`config.mk`:
```
export PLATFORM = sky130hd
export DESIGN_NAME = imem_loader_flat
export DESIGN_NICKNAME = d
export VERILOG_FILES = /design/src/rtl/imem_loader_pkg.sv /design/src/rtl/imem_loader_if.sv /design/src/rtl/imem_loader_byte_assembler.sv /design/src/rtl/imem_loader.sv /design/src/flat_wrapper.sv
export SDC_FILE = /design/constraint.sdc
export NUM_CORES = 1
export LEC_CHECK = 0
export CAP_MARGIN = 40
export CORE_AREA = 2 2 95 97
export CTS_BUF_LIST = sky130_fd_sc_hd__clkbuf_4
export DETAILED_ROUTE_END_ITERATION = 6
export DIE_AREA = 0 0 97 99
export GPL_TIMING_DRIVEN = 0
export PLACE_DENSITY = 0.85
export SLEW_MARGIN = 10
export SYNTH_ARGS = -nofsm -noshare
export SYNTH_HDL_FRONTEND = slang
export SYNTH_SLANG_ARGS = --single-unit
```
`constraint.sdc`:
```
create_clock -name clk -period 2.7 [get_ports clk]
set_clock_uncertainty 0.2 [all_clocks]
set_input_delay 0.27 -clock clk [delete_from_list [all_inputs] [get_ports clk]]
set_output_delay 0.27 -clock clk [all_outputs]
set_load 0.1 [all_outputs]
```
`src/rtl/imem_loader_pkg.sv`:
```
// Shared definitions for the boot-time instruction memory loader.
// Optional checksum phase is built in when IMEM_LOADER_CHECKSUM_EN is defined.
package imem_loader_pkg;

   typedef enum logic [2:0] {
      S_HDR,
      S_DATA,
      S_CHK,
      S_DONE,
      S_ERR
   } state_t;

   localparam int unsigned HDR_BYTES  = 4;
   localparam int unsigned WORD_BYTES = 4;

endpackage

```
`src/rtl/imem_loader_if.sv`:
```
// Byte stream (valid/ready) plus instruction memory write port of the loader.
// master = byte source / memory side, slave = the loader itself.
interface imem_loader_if #(
   parameter int ADDR_W = 32
);

   logic              in_valid;
   logic [7:0]        in_byte;
   logic              in_ready;
   logic              mem_we;
   logic [ADDR_W-1:0] mem_addr;
   logic [31:0]       mem_wdata;

   modport master (
      output in_valid,
      output in_byte,
      input  in_ready,
      input  mem_we,
      input  mem_addr,
      input  mem_wdata
   );

   modport slave (
      input  in_valid,
      input  in_byte,
      output in_ready,
      output mem_we,
      output mem_addr,
      output mem_wdata
   );

endinterface

```
`src/rtl/imem_loader_byte_assembler.sv`:
```
// Collects four accepted bytes into a little-endian word; word_valid pulses
// combinationally on the byte that completes the word, so the caller can register it.
module byte_assembler
   import imem_loader_pkg::*;
(
   input  logic        clk,
   input  logic        rst_n,
   input  logic        clear,
   input  logic        byte_valid,
   input  logic [7:0]  byte_in,
   output logic        word_valid,
   output logic [31:0] word
);

   logic [1:0]  idx;
   logic [23:0] sr;

   // Earlier bytes sit in sr with the oldest at the bottom, the newest byte goes on top.
   assign word_valid = byte_valid && (idx == 2'(WORD_BYTES - 1));
   assign word       = {byte_in, sr};

   always_ff @(posedge clk or negedge rst_n) begin
      if (!rst_n) begin
         idx <= '0;
         sr  <= '0;
      end else if (clear) begin
         idx <= '0;
         sr  <= '0;
      end else if (byte_valid) begin
         idx <= idx + 2'd1;
         sr  <= {byte_in, sr[23:8]};
      end
   end

endmodule

```
`src/rtl/imem_loader.sv`:
```
// Boot loader: header word count, then N words written to instruction memory,
// core held in reset until done. IMEM_LOADER_CHECKSUM_EN adds a trailing checksum check.
module imem_loader
   import imem_loader_pkg::*;
#(
   parameter int unsigned       DEPTH     = 1024,
   parameter int                ADDR_W    = 32,
   parameter logic [ADDR_W-1:0] BASE_ADDR = '0
) (
   input  logic          clk,
   input  logic          rst_n,
   imem_loader_if.slave  bus,
   output logic          cpu_rst_n,
   output logic          load_done,
   output logic          load_err
);

   localparam int CNT_W = $clog2(DEPTH) + 1;

   state_t                 state;
   state_t                 next_state;
   logic                   accept;
   logic                   asm_clear;
   logic                   word_valid;
   logic [31:0]            asm_word;
   logic [HDR_BYTES*8-1:0] hdr_count;
   logic                   hdr_take;
   logic                   data_take;
   logic [CNT_W-1:0]       k;
   logic [CNT_W-1:0]       n_q;

   assign accept    = bus.in_valid && bus.in_ready;
   assign hdr_count = asm_word;
   assign hdr_take  = (state == S_HDR) && word_valid;
   assign data_take = (state == S_DATA) && word_valid;
   assign asm_clear = hdr_take || (state == S_DONE) || (state == S_ERR);

   byte_assembler u_asm (
      .clk        (clk),
      .rst_n      (rst_n),
      .clear      (asm_clear),
      .byte_valid (accept),
      .byte_in    (bus.in_byte),
      .word_valid (word_valid),
      .word       (asm_word)
   );

`ifdef IMEM_LOADER_CHECKSUM_EN
   logic [31:0] csum;

   always_ff @(posedge clk or negedge rst_n) begin
      if (!rst_n) begin
         csum <= '0;
      end else if (data_take) begin
         csum <= csum + asm_word;
      end
   end
`endif

   always_ff @(posedge clk or negedge rst_n) begin
      if (!rst_n) begin
         state <= S_HDR;
      end else begin
         state <= next_state;
      end
   end

   // The last data word finishes on its write cycle, so load_done follows the final strobe.
   always_comb begin
      next_state = state;
      unique case (state)
         S_HDR: begin
            if (word_valid) begin
               if (hdr_count == '0) begin
`ifdef IMEM_LOADER_CHECKSUM_EN
                  next_state = S_CHK;
`else
                  next_state = S_DONE;
`endif
               end else if (hdr_count > 32'(DEPTH)) begin
                  next_state = S_ERR;
               end else begin
                  next_state = S_DATA;
               end
            end
         end
         S_DATA: begin
            if (bus.mem_we && (k == n_q)) begin
`ifdef IMEM_LOADER_CHECKSUM_EN
               next_state = S_CHK;
`else
               next_state = S_DONE;
`endif
            end
         end
`ifdef IMEM_LOADER_CHECKSUM_EN
         S_CHK: begin
            if (word_valid) begin
               next_state = (asm_word == csum) ? S_DONE : S_ERR;
            end
         end
`endif
         default: next_state = state;
      endcase
   end

   // Status outputs are registered from next_state so they change on the same edge as state.
   always_ff @(posedge clk or negedge rst_n) begin
      if (!rst_n) begin
         bus.in_ready  <= 1'b0;
         bus.mem_we    <= 1'b0;
         bus.mem_addr  <= BASE_ADDR;
         bus.mem_wdata <= '0;
         cpu_rst_n     <= 1'b0;
         load_done     <= 1'b0;
         load_err      <= 1'b0;
         k             <= '0;
         n_q           <= '0;
      end else begin
         bus.in_ready <= (next_state == S_HDR) || (next_state == S_DATA) ||
                         (next_state == S_CHK);
         bus.mem_we   <= data_take;
         cpu_rst_n    <= (next_state == S_DONE);
         load_done    <= (next_state == S_DONE);
         load_err     <= (next_state == S_ERR);
         if (hdr_take) begin
            n_q <= hdr_count[CNT_W-1:0];
         end
         if (data_take) begin
            bus.mem_addr  <= BASE_ADDR + ADDR_W'({k, 2'b00});
            bus.mem_wdata <= asm_word;
            k             <= k + CNT_W'(1);
         end
      end
   end

endmodule

```
`src/flat_wrapper.sv`:
```
// flat-port wrapper written by rule: the top's interface ports become plain ports
module imem_loader_flat import imem_loader_pkg::*;
#(
   parameter int unsigned       DEPTH     = 1024,
   parameter int                ADDR_W    = 32,
   parameter logic [ADDR_W-1:0] BASE_ADDR = '0
)
  (clk, rst_n, cpu_rst_n, load_done, load_err, bus_in_valid, bus_in_byte, bus_in_ready, bus_mem_we, bus_mem_addr, bus_mem_wdata);
  imem_loader_if #(.ADDR_W(ADDR_W)) bus_i ();
  input  logic clk;
  input  logic rst_n;
  output logic cpu_rst_n;
  output logic load_done;
  output logic load_err;
  input wire logic [$bits(bus_i.in_valid)-1:0] bus_in_valid;
  input wire logic [$bits(bus_i.in_byte)-1:0] bus_in_byte;
  output wire logic [$bits(bus_i.in_ready)-1:0] bus_in_ready;
  output wire logic [$bits(bus_i.mem_we)-1:0] bus_mem_we;
  output wire logic [$bits(bus_i.mem_addr)-1:0] bus_mem_addr;
  output wire logic [$bits(bus_i.mem_wdata)-1:0] bus_mem_wdata;
  assign bus_i.in_valid = bus_in_valid;
  assign bus_i.in_byte = bus_in_byte;
  assign bus_in_ready = bus_i.in_ready;
  assign bus_mem_we = bus_i.mem_we;
  assign bus_mem_addr = bus_i.mem_addr;
  assign bus_mem_wdata = bus_i.mem_wdata;
  imem_loader #(.DEPTH(DEPTH), .ADDR_W(ADDR_W), .BASE_ADDR(BASE_ADDR)) u_core (.clk(clk), .rst_n(rst_n), .bus(bus_i), .cpu_rst_n(cpu_rst_n), .load_done(load_done), .load_err(load_err));
endmodule
```
Yosys cells after proc, flatten, opt, wreduce, memory -nomap -nowiden
Index checks and enable logic that the tools add are counted.
{"block": "totals", "inputBits": 11, "elab_cells": 45, "output_inout_bits": 69, "register_bits": 98}
{"block": "classes", "n_reduce_logical": 13, "n_eq_ne": 9, "n_addsub": 2, "order_cmp": 1, "n_mux": 9}
{"cell": "24-bit 2-to-1 mux", "n": 2}
{"cell": "32-bit by 11-bit > comparator with 1-bit output (second input constant)", "n": 1}
{"cell": "32-bit zero test", "n": 1}
{"cell": "3-bit 2-to-1 mux", "n": 4}
{"cell": "11-bit by 1-bit adder with 11-bit output (second input constant)", "n": 1}
{"cell": "11-bit equality test", "n": 1}
{"cell": "3-bit by 2-bit equality test with 1-bit output (second input constant)", "n": 3}
{"cell": "3-bit by 1-bit equality test with 1-bit output (second input constant)", "n": 2}
{"cell": "3-bit equality test (second input constant)", "n": 2}
{"cell": "3-bit zero test", "n": 2}
{"cell": "3-bit one-hot mux with 2 select lines", "n": 1}
{"cell": "1-bit logical AND", "n": 5}
{"cell": "1-bit logical OR", "n": 4}
{"cell": "2-bit 2-to-1 mux", "n": 2}
{"cell": "2-bit by 1-bit adder with 2-bit output (second input constant)", "n": 1}
{"cell": "2-bit equality test (second input constant)", "n": 1}
{"cell": "2-bit nonzero test", "n": 1}

Depth between registers and ports, before layout
{"block": "depth", "word_depth": 8, "ltp_mapped": 7, "depth_no_buf": 6}

Hierarchy
A second synthesis with hierarchy kept.
{"block": "unflattened", "hier_cells": 322, "area_unflattened_um2": 4391.7}
{"mod": "imem_loader", "seq_area_each_um2": 1801.7, "cells_per_inst": 228, "area_each_um2": 3238.1, "instances": 1}
{"mod": "byte_assembler", "seq_area_each_um2": 650.6, "cells_per_inst": 94, "area_each_um2": 1153.6, "instances": 1}

Least setup slack after synthesis
OpenSTA, ideal clock, no wires.
{"block": "synth_path", "path_kind": "reg-to-reg", "startpoint": "register u_core.bus.in_ready", "endpoint": "register u_core.bus.in_ready", "t_required_ns": 2.365, "n_path_buf": 1, "stages_incl_launch_ff": 7, "arrival_ns": 2.140, "setup_ns": 0.135, "period_less_slack_ns": 2.475, "slack_ns": 0.225, "cell_sequence": "dfrtp_1 -> nand4b_4 -> or3_2 -> clkbuf_1 -> nor3_2 -> a22oi_1 -> nor2b_1"}
{"block": "synth_via", "elab_chain_len": 7, "elab_cells_between_ends": 9, "classes_between": "2 x eq/ne; 2 x mux; 5 x reduce/logical"}
{"element": "start: declaration", "line_no": "imem_loader_if.sv:26", "text": "output in_ready,"}
{"element": "start signal: assignment", "line_no": "imem_loader.sv:120", "text": "bus.in_ready <= (next_state == S_HDR) || (next_state == S_DATA) ||"}
{"element": "1-bit logical AND (*)", "line_no": "imem_loader.sv:32", "text": "assign accept = bus.in_valid && bus.in_ready;"}
{"element": "1-bit logical AND (*)", "line_no": "imem_loader_byte_assembler.sv:19", "text": "assign word_valid = byte_valid && (idx == 2'(WORD_BYTES - 1));"}
{"element": "3-bit 2-to-1 mux (*)", "line_no": "imem_loader.sv:73", "text": "if (word_valid) begin"}
{"element": "3-bit one-hot mux with 2 select lines (*)", "line_no": "imem_loader.sv:71", "text": "unique case (state)"}
{"element": "3-bit by 1-bit equality test with 1-bit output / 3-bit zero test (equally long branches)", "line_no": "imem_loader.sv:120"}
{"element": "1-bit logical OR", "line_no": "imem_loader.sv:120"}
{"element": "1-bit logical OR (*)", "line_no": "imem_loader.sv:120"}
Mark *: on every way between the ends. The rest lies on a longest branch, timed or not.
A chain may end at the register's enable or synchronous reset.

Final worst setup path
{"block": "layout_path", "startpoint": "register u_core.u_asm.idx[0]", "endpoint": "register u_core.bus.mem_wdata[11]"}
{"block": "layout_via", "elab_chain_len": 3}
{"element": "start: declaration", "line_no": "imem_loader_byte_assembler.sv:15", "text": "logic [1:0] idx;"}
{"element": "start signal: assignment", "line_no": "imem_loader_byte_assembler.sv:30", "text": "idx <= idx + 2'd1;"}
{"element": "2-bit equality test", "line_no": "imem_loader_byte_assembler.sv:19"}
{"element": "1-bit logical AND", "line_no": "imem_loader_byte_assembler.sv:19"}
{"element": "1-bit logical AND", "line_no": "imem_loader.sv:35", "text": "assign data_take = (state == S_DATA) && word_valid;"}
{"element": "end signal: assignment", "line_no": "imem_loader.sv:131", "text": "bus.mem_wdata <= asm_word;"}
{"element": "end: declaration", "line_no": "imem_loader_if.sv:29", "text": "output mem_wdata"}
Every way passes these cells.

==> flow_summary_export.csv <==
group,metric,value,unit
yosys,synth_edf_count,0,
cts,tritoncts,"done",
critical_path,worstSetupStartpointType,"flop",
yosys,ys_ff_latch,98,
global_routing,grt_overflow,0,
cts,clock_path_buffers,2,
critical_path,critPathSlowestCell,"dfrtp_1",
sta,finalSetupTns,0,ps
power_and_ir_drop,peakVddDrop,0.2570,mV
sta,fmax,443.7,MHz
place,hpwl,6682,um
sta,tightest_slew,505.6,ps
floorplanning,die_area,0.009603,sq mm
yosys,postSynthAreaPerCell,12.08,sq um
yosys,yosysSeqAreaShare,0.5799,
sta,period_needed,2254,ps
finish,drive_above_1_share,0.3239,
critical_path,cp.arrival,2370,ps
floorplanning,die_height,99,um
global_routing,grt_util_all_layers,0.1950,
drt,drt-initial-drc-count,138,
critical_path,path_class,"reg2reg",
cts,clk_pin_slew,150,ps
status,outcome,"finished clean",
finish,layout_common_cells,"dfrtp_1 (98), nand2_1 (62), clkdlybuf4s50_1 (57)",
critical_path,path_cells,"ha_1, nand4b_4, nor3_1, buf_2, buf_2, mux2_2",
yosys,yosys_warnings,0,
critical_path,slowest_delay,400,ps
cts,htreeDepth,3,
critical_path,worstPathRequired,2820,ps
cts,cts_resized,0,
drt,vias,3021,
critical_path,cp_max_fo,10,
drt,totalWireLength,8893,um
yosys,async_flop_share,1.000,
floorplanning,coreArea,0.008551,sq mm
critical_path,cp-end-kind,"flop",
cts,clock_sinks,98,
cts,clk_latency,430,ps
global_routing,grt_max_degree,61,
drt,route.detailed.wl_per_inst,14.77,um
power_and_ir_drop,power,2.441,mW
finish,diodes,0,
drt,antenna_left,0,
global_routing,grt_pass1_wl,14950,um
finish,area_growth_syn_to_layout,40.35,%
yosys,synth_flop_cell,"dfrtp_1",
yosys,netlist_area,0.004229,sq mm
cts,cts_buffers,9,
min_path,hp-class,"in2async",
yosys,yosysUniqueCellTypes,39,
sta,relSlewSlack,0.6629,
drt,post-route-drc-count,0,
cts,clock-root-buffer,"clkbuf_4",
finish,final_common_cell,"dfrtp_1",
yosys,synthCells,350,
drt,avgViaCountPerCell,5.018,
sta,finalSetupViolations,0,
cts,cts_hold_buf,1,
cts,cts_setup_buffers,0,
critical_path,crit_top_cell,"buf_2",
floorplanning,start_util,0.4946,
sta,finalHoldViolCount,0,
global_routing,grt_antenna_before_repair,0,
power_and_ir_drop,power_density,411.2,mW/mm^2
sta,grt_setup_unrepaired,"no",
sta,fin_crit_sh,0.8348,
place,gp_congestion,0.7712,
power_and_ir_drop,leakagePower,2.901,nW
floorplanning,die_x,97,um
finish,fillers,581,
global_routing,grt_pass1_vias,3110,
floorplanning,ios,80,
finish,nets,502,
floorplanning,row_count,34,
place,io_buffers,58,
sta,finalMaxSlewViolations,0,
drt,dr.pass1.iters,4,
run,cap_violations,0,
==> metal layers <==
layer	wire length, um	vias up	track usage
met5	0	-	0
li1	-	1432	-
met4	184	0	0.07801
met1	3672	1482	0.2525
met3	366	18	0.03262
met2	4669	89	0.3301
==> critical path, delay by kind of cell (launching register included) <==
kind / cells / cell delay (ps)
and+or+nand+nor: 2 / 330
DFF: 1 / 400
adders and majority gates: 1 / 210
buffers and inverters: 2 / 640
muxes: 1 / 380
==> registers in the layout, summed over array words and instances (netlist names) <==
signal and cells:
u_core.bus.in_ready 1, u_core.bus.mem_addr 11, u_core.bus.mem_wdata 32, u_core.bus.mem_we 1
u_core.cpu_rst_n 1, u_core.k 11, u_core.load_err 1, u_core.n_q 11
u_core.state 3, u_core.u_asm.idx 2, u_core.u_asm.sr 24
==> synthesized netlist by cell type, drive strengths merged (2+ instances only) <==
cell,count,area share
a21o,2,0.0038
a21oi,25,0.030
buf,32,0.055
clkbuf,6,0.0053
dfrtp,98,0.58
ha,2,0.0059
inv,4,0.0035
mux2,54,0.14
nand2,62,0.055
nand3,4,0.0047
nor2,5,0.0044
nor3,6,0.014
nor4,9,0.013
o21ai,3,0.0035
or3,3,0.0047
xnor2,5,0.010
xor2,15,0.031
==> area by class of cell <==
class	count	area, sq um	area share
sequential	98	2452	0.4132
multi-input combinational	230	1580	0.2662
timing repair buffer	108	1361	0.2293
buffer	38	256.5	0.04321
tap	108	135.1	0.02277
clock buffer	9	67.56	0.01138
clock inverter	7	67.56	0.01138
inverter	4	15.01	0.002530
==> report_power, final <==
group          internal (mW)  switching, mW
Clock                  0.282          0.485
Sequential              1.47              0
Combinational         0.0395          0.167
==> metrics by stage <==
stage | utilization | hold WS (ps) | worst slack [ps] | instance area [sq um] | instances
2_1_floorplan | - | -225.6 | 224.7 | 4304 | 370
3_3_place_gp | 0.5871 | 288.6 | -2225 | 5020 | 536
3_5_place_dp | 0.6772 | 73.39 | 176.3 | 5791 | 585
4_1_cts | 0.6942 | 130.4 | 418.5 | 5936 | 602
5_1_grt | 0.6942 | 158.5 | 354.5 | 5936 | 602
6_report | 0.6942 | 136.3 | 446.0 | 5936 | 602
==> cells by family after synthesis <==
| family | after synthesis | share of synthesized area |
|---|---|---|
| flip-flops | 98 | 0.5799 |
| AO/OA/AOI/OAI | 35 | 0.04793 |
| buffers and inverters | 42 | 0.06420 |
| AND/OR/NAND/NOR | 98 | 0.1160 |
| multiplexers | 54 | 0.1438 |
| other | 1 | 0.0008867 |
| adder cells (fa/ha/maj) | 2 | 0.005916 |
| XOR/XNOR | 20 | 0.04142 |
==> path summary, 6_finish.rpt <==
| path | slack, ps | cells past startpoint | from | endpoint |
|---|---|---|---|---|
| worst max-delay path | 450 | 6 | u_core.u_asm.idx[0]$_DFFE_PN0P_ | u_core.bus.mem_wdata[11]$_DFFE_PN0P_ |
| min in group clk | 250 | 3 | bus_in_byte[2] | u_core.u_asm.sr[18]$_DFFE_PN0P_ |
| worst min register to register | 320 | 1 | u_core.bus.mem_wdata[4]$_DFFE_PN0P_ | u_core.bus.mem_wdata[4]$_DFFE_PN0P_ |
| worst min-delay path | 140 | 2 | rst_n | u_core.bus.mem_addr[6]$_DFFE_PN0P_ |
| max in group asynchronous | 1500 | 3 | rst_n | u_core.n_q[10]$_DFFE_PN0P_ |
| worst max register to register | 450 | 6 | u_core.u_asm.idx[0]$_DFFE_PN0P_ | u_core.bus.mem_wdata[11]$_DFFE_PN0P_ |
(Power assumes the default switching activity.)
